$ cat config.mk
export PLATFORM = sky130hd
export DESIGN_NAME = mem_loader
export DESIGN_NICKNAME = d
export VERILOG_FILES = /design/src/rtl/mem_loader.sv
export SDC_FILE = /design/constraint.sdc
export NUM_CORES = 1
export LEC_CHECK = 0
export BUFFER_PORTS_ARGS = -buffer_cell sky130_fd_sc_hd__buf_2
export CAP_MARGIN = 20
export CELL_PAD_IN_SITES_DETAIL_PLACEMENT = 0
export CELL_PAD_IN_SITES_GLOBAL_PLACEMENT = 1
export CORE_MARGIN = 8
export CORE_UTILIZATION = 40
export DETAILED_ROUTE_END_ITERATION = 16
export GPL_TIMING_DRIVEN = 0
export HOLD_SLACK_MARGIN = 0.08
export PLACE_DENSITY_LB_ADDON = 0.05
export SKIP_CTS_REPAIR_TIMING = 1
export SLEW_MARGIN = 20
export SYNTH_ARGS = -nofsm -noshare
export SYNTH_HDL_FRONTEND = slang
export SYNTH_SLANG_ARGS = --single-unit
export TNS_END_PERCENT = 20
$ cat constraint.sdc
create_clock -name clk -period 2 [get_ports clk]
set_input_delay 0 -clock clk [delete_from_list [all_inputs] [get_ports clk]]
set_output_delay 0 -clock clk [all_outputs]
set_load 0.005 [all_outputs]
$ cat src/rtl/mem_loader.sv
// mem_loader: collects host bytes, packs them big-endian into 32-bit words and
// writes them to consecutive data-memory word addresses while holding the
// processor off the memory bus.
//
// Handshake: a host byte moves on a rising clk edge when in_valid and in_ready
// are both 1; in_ready is high only while collecting, and the host may hold
// in_valid low for any number of cycles without the loader giving up.
module mem_loader (
  input  logic        clk,
  input  logic        rst,
  input  logic        start,
  input  logic [10:0] base_addr,
  input  logic [10:0] word_cnt,
  input  logic        abort,
  input  logic        in_valid,
  input  logic [7:0]  in_byte,
  output logic        in_ready,
  output logic        hld,
  output logic        mem_en,
  output logic        mem_we,
  output logic [10:0] mem_addr,
  output logic [31:0] mem_din,
  output logic        busy,
  output logic        done,
  output logic [1:0]  dbg_state
);

  localparam int ADDR_W = 11;
  localparam int DATA_W = 32;

  typedef enum logic [1:0] {
    ST_IDLE    = 2'd0,
    ST_COLLECT = 2'd1,
    ST_WRITE   = 2'd2,
    ST_DONE    = 2'd3
  } state_t;

  state_t              r_state;
  state_t              w_state_nxt;
  logic [ADDR_W-1:0]   r_addr;
  logic [ADDR_W-1:0]   r_remaining;
  logic [1:0]          r_idx;
  logic [DATA_W-1:0]   r_shift;
  logic                w_xfer;

  // A byte transfers whenever the loader is collecting and the host offers one.
  assign w_xfer = (r_state == ST_COLLECT) && in_valid;

  // State register.
  always_ff @(posedge clk or negedge rst) begin
    if (!rst) begin
      r_state <= ST_IDLE;
    end else begin
      r_state <= w_state_nxt;
    end
  end

  // Next state and all outputs; abort overrides every other transition.
  always_comb begin
    w_state_nxt = r_state;
    in_ready    = 1'b0;
    hld         = 1'b1;
    busy        = 1'b1;
    mem_en      = 1'b0;
    mem_we      = 1'b0;
    mem_din     = '0;
    done        = 1'b0;
    mem_addr    = r_addr;
    dbg_state   = r_state;
    case (r_state)
      ST_IDLE: begin
        hld  = 1'b0;
        busy = 1'b0;
        if (start) begin
          w_state_nxt = (word_cnt == '0) ? ST_DONE : ST_COLLECT;
        end
      end
      ST_COLLECT: begin
        in_ready = 1'b1;
        if (w_xfer && (r_idx == 2'd3)) begin
          w_state_nxt = ST_WRITE;
        end
      end
      ST_WRITE: begin
        mem_en  = 1'b1;
        // An abort in this cycle must keep the word out of memory.
        mem_we  = !abort;
        mem_din = r_shift;
        w_state_nxt = (r_remaining == 11'd1) ? ST_DONE : ST_COLLECT;
      end
      ST_DONE: begin
        done        = 1'b1;
        w_state_nxt = ST_IDLE;
      end
      default: begin
        w_state_nxt = ST_IDLE;
      end
    endcase
    if (abort) begin
      w_state_nxt = ST_IDLE;
    end
  end

  // Load parameters, byte assembly and address/count stepping.
  always_ff @(posedge clk or negedge rst) begin
    if (!rst) begin
      r_addr      <= '0;
      r_remaining <= '0;
      r_idx       <= '0;
      r_shift     <= '0;
    end else if (abort) begin
      // Drop any partially assembled word; the next start re-latches the rest.
      r_idx   <= '0;
      r_shift <= '0;
    end else begin
      case (r_state)
        ST_IDLE: begin
          if (start && (word_cnt != '0)) begin
            r_addr      <= base_addr;
            r_remaining <= word_cnt;
            r_idx       <= '0;
            r_shift     <= '0;
          end
        end
        ST_COLLECT: begin
          if (w_xfer) begin
            // Shifting left makes the first byte of a word land in [31:24].
            r_shift <= {r_shift[DATA_W-9:0], in_byte};
            // The 2-bit index wraps to 0 on the fourth byte.
            r_idx   <= r_idx + 2'd1;
          end
        end
        ST_WRITE: begin
          // Address wraps naturally at the 11-bit boundary (2047 -> 0).
          r_addr      <= r_addr + 11'd1;
          r_remaining <= r_remaining - 11'd1;
        end
        default: begin
        end
      endcase
    end
  end

endmodule

Yosys cells after proc, flatten, opt, wreduce, memory -nomap -nowiden:

Cells that the tools add are included.

* mux-type cells: 24
* bitwise logic cells: 1
* equality and inequality tests: 10
* $add $sub $neg: 3
* reduce and logical (&&, ||, !) cells: 12

Operators with widths (number)
* $mux 32: 4
* $pmux 32 s2: 1
* $pmux 11 s2: 2
* $mux 11: 2
* $mux 2: 8
* $add 11x1->11 const B: 1
* $eq 11x1->1 const B: 1
* $logic_not 11->1: 1
* $reduce_bool 11->1: 1
* $sub 11x1->11 const B: 1
* $ne 3x3->1 const B: 3
* $pmux 2 s4: 1
* $eq 2x2->1 const B: 3
* $reduce_and 3->1: 2
* $mux 1: 5
* $pmux 2 s2: 1
* $logic_and 1x1->1: 3
* $ne 3x2->1 const B: 1
* $reduce_bool 3->1: 1
* $add 2x1->2 const B: 1
* $eq 2x1->1 const B: 1
* $logic_not 2->1: 1
* $ne 2x2->1 const B: 1
* $reduce_and 2->1: 1
* other kinds (3): 3

* word-level logic and storage cells: 55
* bits of input ports: 35
* register bits after elaboration: 58
* output and inout bits: 51

Logic depth before layout (Yosys ltp):

* depth after elaboration: 6
* depth in mapped cells: 7
* mapped depth without buffers: 6

Worst setup path before layout:

Ideal clock, no wire load.

* path kind: register to register
* start: register r_remaining[0]
* end: register r_remaining[8]
* clock period less this slack: 1.790 ns
* buffers on the path: 1
* cell stages (with the launch flop): 8
* setup time: 0.124 ns
* data arrival time: 1.666 ns
* data required time: 1.876 ns
* setup slack: 0.210 ns
* path through: dfrtp_1 inv_1 ha_1 or3b_2 buf_2 o41ai_1 nand3_1 o2bb2ai_1

* cells in the longest elaborated chain, start to end: 2

Ends and longest elaborated chain
* start, declared: line 41 `logic [ADDR_W-1:0] r_remaining;`
* start signal, assigned: line 120 `r_remaining <= word_cnt;`
* start signal, assigned: line 136 `r_remaining <= r_remaining - 11'd1;`
* $sub 11x1->11: line 136
* $pmux 11 s2: line 116 `case (r_state)`

Every way passes these cells.
A chain may end at the register's enable or synchronous reset.

Worst setup path in the final report:

Same ends and word-level chain as after synthesis.

==> impl_metrics.toml <==
[clock_tree]
clk_pin_slew_worst_paths_ns = 0.07
cts_made_buffers = 9
root_buffer = "clkbuf_8"
clockBufferDepth = 2
cts_tree = "done"
insertion_delay_ns = 0.33
cts_sinks = 58
cts.htree.levels = 3

[place]
dp_worst_setup_slack_ns = 0.04354
gp_congestion = 0.8520
place_hpwl_um = 6663
dp_cells = 493
io_buffers = 84
dpl_cell_area_um2 = 3656

[timing]
rsz0062_at_grt = "true"
setup_viol = 0
drv_slew = 0
fin_crit_sh_pct = 97.74
tightestPinTransition_ns = 0.7593
relSlewSlack_pct = 49.38
timing.fmax_mhz = 511.6
skew_ns = 0.008555
fin_crit_ns = 1.955
setup_slack_ns = 0.04517
hold_violations = 0

[drt]
dr.first_iter.drc_count = 182
drt_pass1_iterations = 4
antenna_left = 0
wl_um = 9659
viasPerCell = 5.561
drc = 0
via_count = 2986
wl_per_cell_um = 17.99

[yosys]
yosys.area.top_type_share_pct = 46.74
synthTopCellsByArea = "dfrtp_1 47%, and2_1 6.6%, a22o_1 6.5%"
synth_edf_count = 0
synth_commonest_cells = "58 x dfrtp_1, 33 x and2_1, 23 x a22o_1"
synth_nets = 346
synthCells = 307
synth-seq-cells = 58
yosysMostFrequentCell = "dfrtp_1"
synthDistinctLibCells = 49
yosysWarnings = 0
synthesis.area_um2 = 3105
async_reset_ff_share_pct = 100.0
synth_area_leader_cell = "dfrtp_1"
synthFlopType = "dfrtp_1"
seq_area_frac_synth_pct = 46.74
synth_area_per_cell_um2 = 10.12

[worst_setup_path]
critPathRequiredTime_ns = 2.22
critical_path_class = "flop to flop"
cp_max_fo = 6
arrival_ns = 2.18
critPathLaunchType = "flop"
cp-end-kind = "flop"

[die]
die_height_um = 104.1
start_util_pct = 40.82
die_w_um = 104.1
die-area_um2 = 10840
core_um2 = 7607
pin_count = 86
rows = 32

[grt]
grt_remaining_overflow = 0
grt_max_degree = 59
first_global_vias = 2900
grt_usage_pct = 17.33
grt_pass1_wl_um = 15340
antenna_found_initial = 0

[hold_path]
hold_class = "primary input to flop"

[power]
p_per_area_nw_per_um2 = 669.7
vdd_drop_max_mv = 0.3098
p_leak_nw = 1.923

[final_layout]
syn2layout_area_growth_pct = 33.16
fin_nets = 470
design_area_um2 = 4135
n_antenna_cell = 0
stdcell_count = 537
fillers = 735
drive_gt1_share_pct = 33.10

[flow_run]
cap_violations = 0

[status]
run_status = "finished, final reports clean"
[cells in the final DEF, fill, tap and decap left out, drive strengths merged, types with 3 or more instances in the layout]
cell type    instances
a21oi               17
a22o                33
a22oi                4
a31oi                9
and2                34
buf                100
clkbuf              18
clkinv               4
dfrtp               58
dlygate4sd3         29
ha                   4
inv                  4
nand2               16
nand2b               3
nand3               14
nor2                 9
nor3                10
nor3b                3
nor4                 5
o211ai               3
o21ai                9
o22ai                3
o2bb2ai             11
o31ai                6
or2                  4
or4                  3
[cell families after synthesis]
logic type / Yosys count / share of synthesized area (%)
flops: 58 / 46.74
compound gates: 106 / 25.70
buf+inv: 29 / 4.754
simple gates: 109 / 20.87
fa+ha+maj: 4 / 1.612
mux: 1 / 0.3223
[cell type report]
| type | count | area, um^2 | area share, % |
|---|---|---|---|
| clock inverter | 6 | 35.03 | 0.8472 |
| timing repair buffer | 113 | 713.2 | 17.25 |
| clock buffer | 9 | 123.9 | 2.995 |
| tap | 102 | 127.6 | 3.086 |
| buffer | 25 | 137.6 | 3.328 |
| multi-input combinational | 220 | 1531 | 37.03 |
| inverter | 4 | 15.01 | 0.3631 |
| sequential | 58 | 1451 | 35.10 |
[stage by stage]
step,power [W],utilization [%],hold slack (ns),TNS (ns)
final,0.002769,54.36,0.03664,0
after global routing,0.002900,54.36,0.08241,-0.07173
after CTS,0.002730,50.15,-0.2348,-3.281
after detailed placement,0.001823,48.06,0.1273,0
after global placement,0.001823,48.03,0.2249,-0.004070
after floorplan,0.001618,-,-0.2956,0
[sequential cells by signal, indices dropped and copies added, names as in the netlist]
name and flops:
r_shift 32, mem_addr 11, r_remaining 11, dbg_state 2
r_idx 2
[power breakdown]
part	total (W)	internal, W	switching, W
sequential	0.00139	0.00126	0.000124
clock	0.000906	0.000432	0.000474
combinational	0.000475	0.000228	0.000247
[path summary, 6_finish.rpt]
| kind | slack (ns) | from | cells past startpoint | to |
|---|---|---|---|---|
| min | 0.04 | word_cnt[9] | 3 | r_remaining[9] |
| max | 0.05 | r_remaining[0] | 7 | r_remaining[8] |
| min in group asynchronous | 0.27 | rst | 2 | mem_addr[5] |
| max reg2reg | 0.05 | r_remaining[0] | 7 | r_remaining[8] |
| min reg2reg | 0.50 | r_shift[29] | 1 | r_shift[29] |
| max in group asynchronous | 1.22 | rst | 2 | dbg_state[0] |
[critical path, stage by stage, from the launching register on]
cell and delay (ns):
dfrtp_1 0.44, inv_2 0.09, ha_2 0.18, or3b_2 0.43, buf_2 0.18, o41ai_2 0.22, nand3_1 0.14, o2bb2ai_1 0.16
[metal layers]
| metal | wire length, um | GRT usage (%) | vias to the layer above |
|---|---|---|---|
| met5 | 0 | 0 | - |
| met4 | 85 | 5.998 | 0 |
| met3 | 635 | 3.779 | 10 |
| met2 | 4216 | 24.66 | 107 |
| met1 | 4721 | 25.08 | 1463 |
| li1 | - | - | 1406 |
Note: power is estimated with default switching activity, not from simulation.
